===== src/rtl/dispatcher_pkg.sv =====
// rtl/dispatcher_pkg.sv - shared types and constants for the MVM dispatcher
// Contents: dispatcher FSM state enum, mode encodings, statistics counter width.
package dispatcher_pkg;

  typedef enum logic [1:0] {
    IDLE    = 2'd0,
    UNICAST = 2'd1,
    MCAST   = 2'd2
  } state_t;

  localparam logic MODE_UNICAST = 1'b0;
  localparam logic MODE_MCAST   = 1'b1;

  localparam int STAT_W = 32;

endpackage


===== src/rtl/axis_sync_fifo.sv =====
// rtl/axis_sync_fifo.sv - single-clock FIFO feeding the dispatcher output stage
// Ports:
//   clk, rst_n     clock, asynchronous active-low reset
//   wr_en/wr_data  push strobe and data; accepted only while wr_rdy is high
//   wr_rdy         registered "not full"; low in reset, high from the first edge after it
//   rd_en          pop strobe; ignored while empty
//   rd_data        head-of-queue word (show-ahead)
//   empty          no words stored
module axis_sync_fifo #(
  parameter int DATAW      = 512,
  parameter int FIFO_DEPTH = 8
) (
  input  logic             clk,
  input  logic             rst_n,
  input  logic             wr_en,
  input  logic [DATAW-1:0] wr_data,
  output logic             wr_rdy,
  input  logic             rd_en,
  output logic [DATAW-1:0] rd_data,
  output logic             empty
);

  localparam int AW = (FIFO_DEPTH > 1) ? $clog2(FIFO_DEPTH) : 1;
  localparam logic [AW:0] FULL_CNT = (AW+1)'(FIFO_DEPTH);

  logic [DATAW-1:0] mem [FIFO_DEPTH];
  logic [AW-1:0]    wr_ptr, rd_ptr;
  logic [AW:0]      count, count_nxt;
  logic             push, pop;

  // A push is judged against the registered ready only, so a pop in the same
  // cycle never lets a write into a full FIFO.
  assign push    = wr_en && wr_rdy;
  assign pop     = rd_en && !empty;
  assign empty   = (count == '0);
  assign rd_data = mem[rd_ptr];

  always_comb begin
    count_nxt = count;
    if (push && !pop) begin
      count_nxt = count + 1'b1;
    end else if (pop && !push) begin
      count_nxt = count - 1'b1;
    end
  end

  always_ff @(posedge clk or negedge rst_n) begin
    if (!rst_n) begin
      wr_ptr <= '0;
      rd_ptr <= '0;
      count  <= '0;
      wr_rdy <= 1'b0;
    end else begin
      count  <= count_nxt;
      wr_rdy <= (count_nxt != FULL_CNT);
      if (push) wr_ptr <= wr_ptr + 1'b1;
      if (pop)  rd_ptr <= rd_ptr + 1'b1;
    end
  end

  always_ff @(posedge clk) begin
    if (push) mem[wr_ptr] <= wr_data;
  end

endmodule


===== src/rtl/mvm_dispatcher_mc.sv =====
// rtl/mvm_dispatcher_mc.sv - FIFO-fed AXI-Stream dispatcher, round-robin unicast or multicast
// Optional feature macro: DISPATCHER_STATS_EN adds stat_beats / stat_pkts counters.
// Ports:
//   clk, rst_n                       clock, asynchronous active-low reset
//   mode                             0 = round-robin unicast packets, 1 = multicast each word
//   data_fifo_wen/wdata/rdy          input FIFO write port, rdy = not full
//   dest_wen/widx/wdata              destination table write port
//   axis_tx_t{valid,data,last,id,dest,ready}  registered output stream
//   stat_beats, stat_pkts            (DISPATCHER_STATS_EN only) handshake / tlast-handshake counts
module mvm_dispatcher_mc
  import dispatcher_pkg::*;
#(
  parameter int DATAW      = 512,
  parameter int IDW        = 2,
  parameter int DESTW      = 4,
  parameter int NUM_DEST   = 4,
  parameter int FIFO_DEPTH = 8,
  parameter int PKT_LEN    = 4
) (
  input  logic                        clk,
  input  logic                        rst_n,
  input  logic                        mode,
  input  logic                        data_fifo_wen,
  input  logic [DATAW-1:0]            data_fifo_wdata,
  output logic                        data_fifo_rdy,
  input  logic                        dest_wen,
  input  logic [$clog2(NUM_DEST)-1:0] dest_widx,
  input  logic [DESTW-1:0]            dest_wdata,
  output logic                        axis_tx_tvalid,
  output logic [DATAW-1:0]            axis_tx_tdata,
  output logic                        axis_tx_tlast,
  output logic [IDW-1:0]              axis_tx_tid,
  output logic [DESTW-1:0]            axis_tx_tdest,
`ifdef DISPATCHER_STATS_EN
  output logic [STAT_W-1:0]           stat_beats,
  output logic [STAT_W-1:0]           stat_pkts,
`endif
  input  logic                        axis_tx_tready
);

  localparam int IW = $clog2(NUM_DEST);
  localparam int BW = (PKT_LEN > 1) ? $clog2(PKT_LEN) : 1;
  localparam logic [BW-1:0] LAST_BEAT = BW'(PKT_LEN - 1);
  localparam logic [IW-1:0] LAST_IDX  = IW'(NUM_DEST - 1);

  state_t           state, state_nxt;
  logic [DESTW-1:0] dest_tab [NUM_DEST];
  logic [IW-1:0]    dest_idx;   // unicast round-robin pointer
  logic [IW-1:0]    mc_idx;     // next multicast copy
  logic [BW-1:0]    beat_cnt;   // next unicast beat within the packet
  logic             fifo_empty, fifo_pop;
  logic [DATAW-1:0] fifo_rdata;
  logic             can_load, boundary, load_uni, load_mc;

  axis_sync_fifo #(
    .DATAW      (DATAW),
    .FIFO_DEPTH (FIFO_DEPTH)
  ) u_fifo (
    .clk     (clk),
    .rst_n   (rst_n),
    .wr_en   (data_fifo_wen),
    .wr_data (data_fifo_wdata),
    .wr_rdy  (data_fifo_rdy),
    .rd_en   (fifo_pop),
    .rd_data (fifo_rdata),
    .empty   (fifo_empty)
  );

  // The output register can take a new beat when it is empty or its current
  // beat handshakes this cycle.
  assign can_load = !axis_tx_tvalid || axis_tx_tready;
  // Words leave the FIFO as they enter the output register; a multicast word
  // stays at the head until its final copy is issued.
  assign fifo_pop = load_uni || (load_mc && (mc_idx == LAST_IDX));

  always_ff @(posedge clk or negedge rst_n) begin
    if (!rst_n) state <= IDLE;
    else        state <= state_nxt;
  end

  // Mode is only looked at on a packet boundary, so a packet in flight always
  // finishes in the mode it started with.
  always_comb begin
    state_nxt = state;
    load_uni  = 1'b0;
    load_mc   = 1'b0;
    boundary  = (state == IDLE) ||
                ((state == UNICAST) && (beat_cnt == '0)) ||
                ((state == MCAST) && (mc_idx == '0));
    if (can_load) begin
      if (boundary) begin
        if (fifo_empty) begin
          state_nxt = IDLE;
        end else if (mode == MODE_MCAST) begin
          state_nxt = MCAST;
          load_mc   = 1'b1;
        end else begin
          state_nxt = UNICAST;
          load_uni  = 1'b1;
        end
      end else if (!fifo_empty) begin
        load_uni = (state == UNICAST);
        load_mc  = (state == MCAST);
      end
    end
  end

  always_ff @(posedge clk or negedge rst_n) begin
    if (!rst_n) begin
      for (int i = 0; i < NUM_DEST; i++) dest_tab[i] <= DESTW'(i);
    end else if (dest_wen) begin
      dest_tab[dest_widx] <= dest_wdata;
    end
  end

  always_ff @(posedge clk or negedge rst_n) begin
    if (!rst_n) begin
      beat_cnt <= '0;
      dest_idx <= '0;
      mc_idx   <= '0;
    end else begin
      if (load_uni) begin
        if (beat_cnt == LAST_BEAT) begin
          beat_cnt <= '0;
          dest_idx <= dest_idx + 1'b1;
        end else begin
          beat_cnt <= beat_cnt + 1'b1;
        end
      end
      if (load_mc) mc_idx <= mc_idx + 1'b1;
    end
  end

  // tdest is read from the table register at load time, so a table write in
  // the same cycle to the same entry lands after the latch.
  always_ff @(posedge clk or negedge rst_n) begin
    if (!rst_n) begin
      axis_tx_tvalid <= 1'b0;
      axis_tx_tdata  <= '0;
      axis_tx_tlast  <= 1'b0;
      axis_tx_tid    <= '0;
      axis_tx_tdest  <= '0;
    end else if (load_uni || load_mc) begin
      axis_tx_tvalid <= 1'b1;
      axis_tx_tdata  <= fifo_rdata;
      if (load_mc) begin
        axis_tx_tlast <= 1'b1;
        axis_tx_tid   <= IDW'(mc_idx);
        axis_tx_tdest <= dest_tab[mc_idx];
      end else begin
        axis_tx_tlast <= (beat_cnt == LAST_BEAT);
        // Destination fixed for the whole packet, including across FIFO stalls.
        if (beat_cnt == '0) begin
          axis_tx_tid   <= IDW'(dest_idx);
          axis_tx_tdest <= dest_tab[dest_idx];
        end
      end
    end else if (axis_tx_tready) begin
      axis_tx_tvalid <= 1'b0;
    end
  end

`ifdef DISPATCHER_STATS_EN
  always_ff @(posedge clk or negedge rst_n) begin
    if (!rst_n) begin
      stat_beats <= '0;
      stat_pkts  <= '0;
    end else if (axis_tx_tvalid && axis_tx_tready) begin
      stat_beats <= stat_beats + 1'b1;
      if (axis_tx_tlast) stat_pkts <= stat_pkts + 1'b1;
    end
  end
`endif

endmodule


===== config.mk =====
export PLATFORM = sky130hd
export DESIGN_NAME = mvm_dispatcher_mc
export DESIGN_NICKNAME = d
export VERILOG_FILES = /design/src/rtl/dispatcher_pkg.sv /design/src/rtl/axis_sync_fifo.sv /design/src/rtl/mvm_dispatcher_mc.sv
export SDC_FILE = /design/constraint.sdc
export NUM_CORES = 2
export LEC_CHECK = 0
export ABC_AREA = 1
export CAP_MARGIN = 25
export CORE_MARGIN = 2
export CORE_UTILIZATION = 25
export CTS_BUF_LIST = sky130_fd_sc_hd__clkbuf_16
export DETAILED_ROUTE_END_ITERATION = 10
export SYNTH_ARGS = -nofsm -noshare
export SYNTH_HDL_FRONTEND = slang
export SYNTH_SLANG_ARGS = --single-unit

===== constraint.sdc =====
create_clock -name clk -period 26.4 [get_ports clk]
set_input_delay 2.64 -clock clk [delete_from_list [all_inputs] [get_ports clk]]
set_output_delay 2.64 -clock clk [all_outputs]
set_load 0.02 [all_outputs]

**Yosys cells after proc, flatten, opt, wreduce, memory -nomap -nowiden**

Memories as Yosys holds them, arrays and structs flattened. A register that Yosys moved wholly into a read port is not among the register bits.
Index checks and enable logic that the tools add are counted.

- Register bits after elaboration: 43
- Memory bits (writable): 4096
- Input port bits: 524
- Output and inout bits: 521
- Word-level logic and storage cells: 96
- Memories kept: 1

- Add/sub/neg operators: 7
- Magnitude comparators: 4
- Equality and inequality tests: 5
- Multiplexer cells: 33
- Bitwise operators: 3
- Reduce and logical (&&, ||, !) cells: 27

Memory list:

| name | depth | width | rd ports | clocked after Yosys merged registers in | wr ports | line | text |
|---|---|---|---|---|---|---|---|
| u_fifo.mem | 8 | 512 | 1 | 1 | 1 | axis_sync_fifo.sv:26 | `logic [DATAW-1:0] mem [FIFO_DEPTH];` |

Operators with widths:

| kind | count |
|---|---|
| two-way mux 4 bit | 9 |
| binary-select mux 4 bit (select 2 bit) | 2 |
| bitwise mux 16 bit | 1 |
| two-way mux 1 bit | 15 |
| two-way mux 2 bit | 5 |
| greater-or-equal comparator 3 bit (second input constant) | 3 |
| NOT 2 -> 3 bit | 3 |
| demux 4 bit (select 2 bit) | 1 |
| logical AND 1 bit | 8 |
| adder 2 x 1 -> 2 bit (second input constant) | 3 |
| adder 3 x 1 -> 3 bit (second input constant) | 2 |
| == test 2 bit (second input constant) | 3 |
| logical NOT 2 bit | 3 |
| AND reduction 2 bit | 3 |
| logical NOT 1 bit | 5 |
| logical OR 1 bit | 5 |
| adder 4 x 1 -> 4 bit (second input constant) | 1 |
| logical NOT 4 bit | 1 |
| != test 4 bit (second input constant) | 1 |
| nonzero test 2 bit | 2 |
| subtractor 4 x 1 -> 4 bit (second input constant) | 1 |
| < comparator 3 x 1 -> 1 bit (second input constant) | 1 |
| == test 2 x 1 -> 1 bit (second input constant) | 1 |

**Logic depth before layout (Yosys ltp)**

- Word-level depth: 13
- Mapped depth: 16
- Mapped depth without buffers: 15

**Cells and area by module**

A second synthesis with hierarchy kept.

- Cell total of the unflattened synthesis: 14540
- Area total of the unflattened synthesis: 180156.5 um2

Modules (own cells, without submodules):

| module | times used | cells an instance | area an instance (um2) | seq. area each (um2) |
|---|---|---|---|---|
| axis_sync_fifo | 1 | 12150 | 158882.4 | 123273.2 |
| mvm_dispatcher_mc | 1 | 2390 | 21274.2 | 13618.1 |

**Least setup slack after synthesis**

No wires, ideal clock.

- Path kind: input port to flip-flop
- Start: input port data_fifo_wen
- End: memory u_fifo.mem[0][0] (enable)
- Setup time: 1399 ps
- Arrival time: 24266 ps
- Required time: 25001 ps
- Setup slack: 735 ps
- Stages: 3
- Buffers on the path: 0
- Cells stage by stage: nand2_1 or2_2 nor2_1

- Word-level cells in the longest chain between the ends: 3

RTL lines:

| element | line | text |
|---|---|---|
| from (decl) | mvm_dispatcher_mc.sv:23 | `input logic data_fifo_wen,` |
| logical AND 1 bit | axis_sync_fifo.sv:33 | `assign push = wr_en && wr_rdy;` |
| two-way mux 1 bit | axis_sync_fifo.sv:62 | `if (push) mem[wr_ptr] <= wr_data;` |
| two-way mux 1 bit (not written as such) | axis_sync_fifo.sv:62 |  |
| to (decl) | axis_sync_fifo.sv:26 |  |

No other way between the ends.

**Worst setup path after layout**

- Start: input port data_fifo_wen
- End: memory u_fifo.mem[3][170] (enable)

Same word-level chain as after synthesis.

==> reports/qor.csv <==
stage;metric;value;unit
cells_and_area;final_cell_count_no_fill;23090;
worst_hold_path;min-delay-start;axis_tx_tdata[369]$_DFFE_PN0P_;
yosys;syn_nets;13010;
sta;grt_setup_unrepaired;no;
critical_path;reg2regPathDepth;11;
sta;fmax;126.0;MHz
critical_path;timing.rr.start;u_fifo.rd_ptr[0]$_DFFE_PN0P_;
global_route;antenna_found_initial;162;
critical_path;critPathLaunch;data_fifo_wen;
global_route;grt.total_usage;13.11;%
clock_network;ctsHoldBuffers;0;
clock_network;clk_latency;1030;ps
cells_and_area;drive_above_1_share;6.526;%
sta;maxSlewViolCount;0;
critical_path;start_kind;input pin;
place;port_buffers;1044;
critical_path;worstSetupPathType;input pin to flop;
clock_network;clkSinkCount;4651;
power;power_leakage;68.38;nW
clock_network;clk_pin_slew;60;ps
clock_network;cts_setup_buffers;0;
power;p_per_area;120.0;nW/µm²
cells_and_area;nets;13850;
job;drv_cap;0;
clock_network;h-tree-depth;5;
clock_network;cts_root_buf;clkbuf_16;
detailed_routing;firstDrtPassIters;6;
global_route;grt_max_degree;193;
sta;setup_viol;0;
cells_and_area;area_delta_synth_final;20.38;%
detailed_routing;wl_per_cell;21.24;µm
floorplan;core_area;698300;µm²
detailed_routing;ant_nets;0;
power;peakVddDrop;0.1386;mV
worst_hold_path;whs_path_depth;2;
yosys;ys_types;34;
floorplan;die_x;840.7;µm
floorplan;initial_core_util;25.06;%
floorplan;rows;307;
sta;final_hold_viol_count;0;
clock_network;cts_resized;0;
yosys;syn_inst;12480;
detailed_routing;routed_wl;490.3;mm
yosys;avgSynthCellArea;14.03;µm²
place;dp_hpwl;284.5;mm
floorplan;pin_count;1045;
sta;post-route-period-util;30.06;%
detailed_routing;drcViolationCount;0;
sta;fin_crit;7936;ps
yosys;seq_area_frac_synth;78.22;%
detailed_routing;drt_iter0_markers;10380;
place;dp_cells;22110;
floorplan;fp.dieH;840.7;µm
critical_path;worstPathRequired;27030;ps
yosys;yosysWarnings;0;
detailed_routing;avgViaCountPerCell;4.657;
clock_network;numCtsBuffers;476;
sta;clock_skew;88.71;ps
sta;slew_headroom;28.84;%
global_route;grt_pass1_vias;102300;
critical_path;worstSetupEndpointType;flop;
clock_network;cts_buffer_depth;4;
critical_path;cp_max_fo;52;
floorplan;dieArea;706800;µm²
detailed_routing;via_count;107500;
clock_network;cts_tree;done;
global_route;grt_pass1_wl;710.8;mm
yosys;synth_area;175000;µm²
global_route;grt_overflow;0;
place;place_congestion;0.7833;
outcome;status;complete, no violations;
sta;fin_tns_setup;0;ps
sta;tightest_slew;1067;ps
worst_hold_path;hp-class;flop to flop;
yosys;ys_seq_elements;4651;
critical_path;critPathArrivalTime;8560;ps
## synthesized netlist by cell type
| master | number | share of area (%) |
|---|---|---|
| nand3_4 | 1 | 0.010 |
| a31oi_1 | 221 | 0.79 |
| o21ai_0 | 2202 | 6.3 |
| xnor2_1 | 1 | 0.0050 |
| buf_6 | 14 | 0.090 |
| a221o_1 | 74 | 0.42 |
| a32oi_1 | 1 | 0.0050 |
| a211oi_1 | 1 | 0.0043 |
| clkinv_1 | 4 | 0.0086 |
| or2_2 | 1 | 0.0036 |
| nand2_1 | 883 | 1.9 |
| nand4_1 | 5 | 0.018 |
| inv_1 | 31 | 0.066 |
| o22ai_1 | 660 | 2.4 |
| xor2_1 | 5 | 0.025 |
| ha_1 | 8 | 0.057 |
| nor2_1 | 2026 | 4.3 |
| dfstp_2 | 4 | 0.060 |
| buf_4 | 17 | 0.073 |
| dfrtp_1 | 551 | 7.9 |
| clkbuf_1 | 603 | 1.3 |
| inv_2 | 2 | 0.0043 |
| mux2i_1 | 119 | 0.68 |
| edfxtp_1 | 4096 | 70 |
| o21ai_1 | 210 | 0.60 |
| nand2_2 | 1 | 0.0036 |
| nor3_1 | 2 | 0.0057 |
| buf_1 | 17 | 0.036 |
| buf_2 | 249 | 0.71 |
| a211o_1 | 1 | 0.0050 |
| nand3_1 | 15 | 0.043 |
| nand3_2 | 1 | 0.0057 |
| a21oi_1 | 154 | 0.44 |
| o221ai_1 | 295 | 1.5 |
## through the flow
stage	util, %	power (mW)	area, µm²	hold WS, ps	setup WS (ps)
CTS	30.13	25.51	210400	490.4	18560
finish	30.17	25.29	210700	485.0	18460
global placement	27.96	18.89	195200	467.8	17400
floorplan	-	16.33	175000	453.0	735.0
global route	30.15	26.67	210600	512.6	18240
detailed placement	27.96	19.01	195300	472.3	17380
## metal layers
metal  global-route usage [%]  part of all wire, %  vias up
met2                    21.45                   48     3552
met5                        0                 0.13        -
li1                         -                    -    48720
met1                    17.42                   42    54330
met3                    2.843                  7.2      826
met4                    3.975                  2.9      100
## where the power goes
group / switching, mW / internal, mW / total (mW)
Combinational: 6.00 / 2.63 / 8.62
Sequential: 0.636 / 9.56 / 10.2
Clock: 2.88 / 3.59 / 6.47
## path summary, 6_finish.rpt
| check | to | slack (ps) |
|---|---|---|
| worst max-delay path | u_fifo.mem[3][170]$_DFFE_PP_ | 18460 |
| worst min-delay path | axis_tx_tdata[369]$_DFFE_PN0P_ | 480 |
| worst max register to register | axis_tx_tdata[476]$_DFFE_PN0P_ | 19070 |
| worst min register to register | axis_tx_tdata[369]$_DFFE_PN0P_ | 480 |
| max in group asynchronous | axis_tx_tdata[463]$_DFFE_PN0P_ | 20160 |
| min in group asynchronous | axis_tx_tdata[444]$_DFFE_PN0P_ | 1590 |
## state kept, by name, indices dropped and copies added (netlist names)
signal,cells
u_fifo.mem,4096
axis_tx_tdata,512
dest_tab,16
axis_tx_tdest,4
u_fifo.count,4
u_fifo.rd_ptr,3
u_fifo.wr_ptr,3
axis_tx_tid,2
beat_cnt,2
dest_idx,2
mc_idx,2
state,2
axis_tx_tlast,1
axis_tx_tvalid,1
u_fifo.wr_rdy,1
## logic make-up (layout without fill, tap and decap cells)
logic type      Yosys count  in the layout  synth area share, %
xor+xnor                  6              6              0.03003
fa+ha+maj                 8              8              0.05720
compound gates         3819           3819                12.40
buf+inv                 937           2206                2.284
mux                     119            119               0.6806
flops                  4651           4651                78.22
simple gates           2935           2935                6.329
other cells               0             73                    0
## critical path, stage by stage
cell and delay (ps):
clkdlybuf4s50_1 460, nand2_1 150, clkinv_1 200, nand2_1 270
nor2_4 310, buf_4 660, buf_4 670, buf_4 740
buf_4 770, buf_4 590, buf_4 770
## cell type report
class | count | area (µm²)
clock inverters | 423 | 3151
well taps | 9270 | 11600
inverters | 37 | 168.9
multi-input cells | 6887 | 34200
fillers | 69230 | 487600
clock buffers | 478 | 11960
flip-flops and latches | 4651 | 136900
diodes | 73 | 182.7
repair buffers | 1268 | 12520
## placed cells by master, fill, tap and decap left out, types with 117 or more instances in the layout
cell type / count
clkdlybuf4s50_1: 1043
a31oi_1: 221
mux2i_1: 119
edfxtp_1: 4096
clkinv_1: 117
o22ai_1: 660
nor2_1: 2018
nand2_1: 883
o21ai_0: 2201
o221ai_1: 295
dfrtp_1: 548
o21ai_1: 211
buf_4: 196
inv_1: 168
a21oi_1: 154
clkbuf_16: 478
Power figures use the tool's default switching activity.
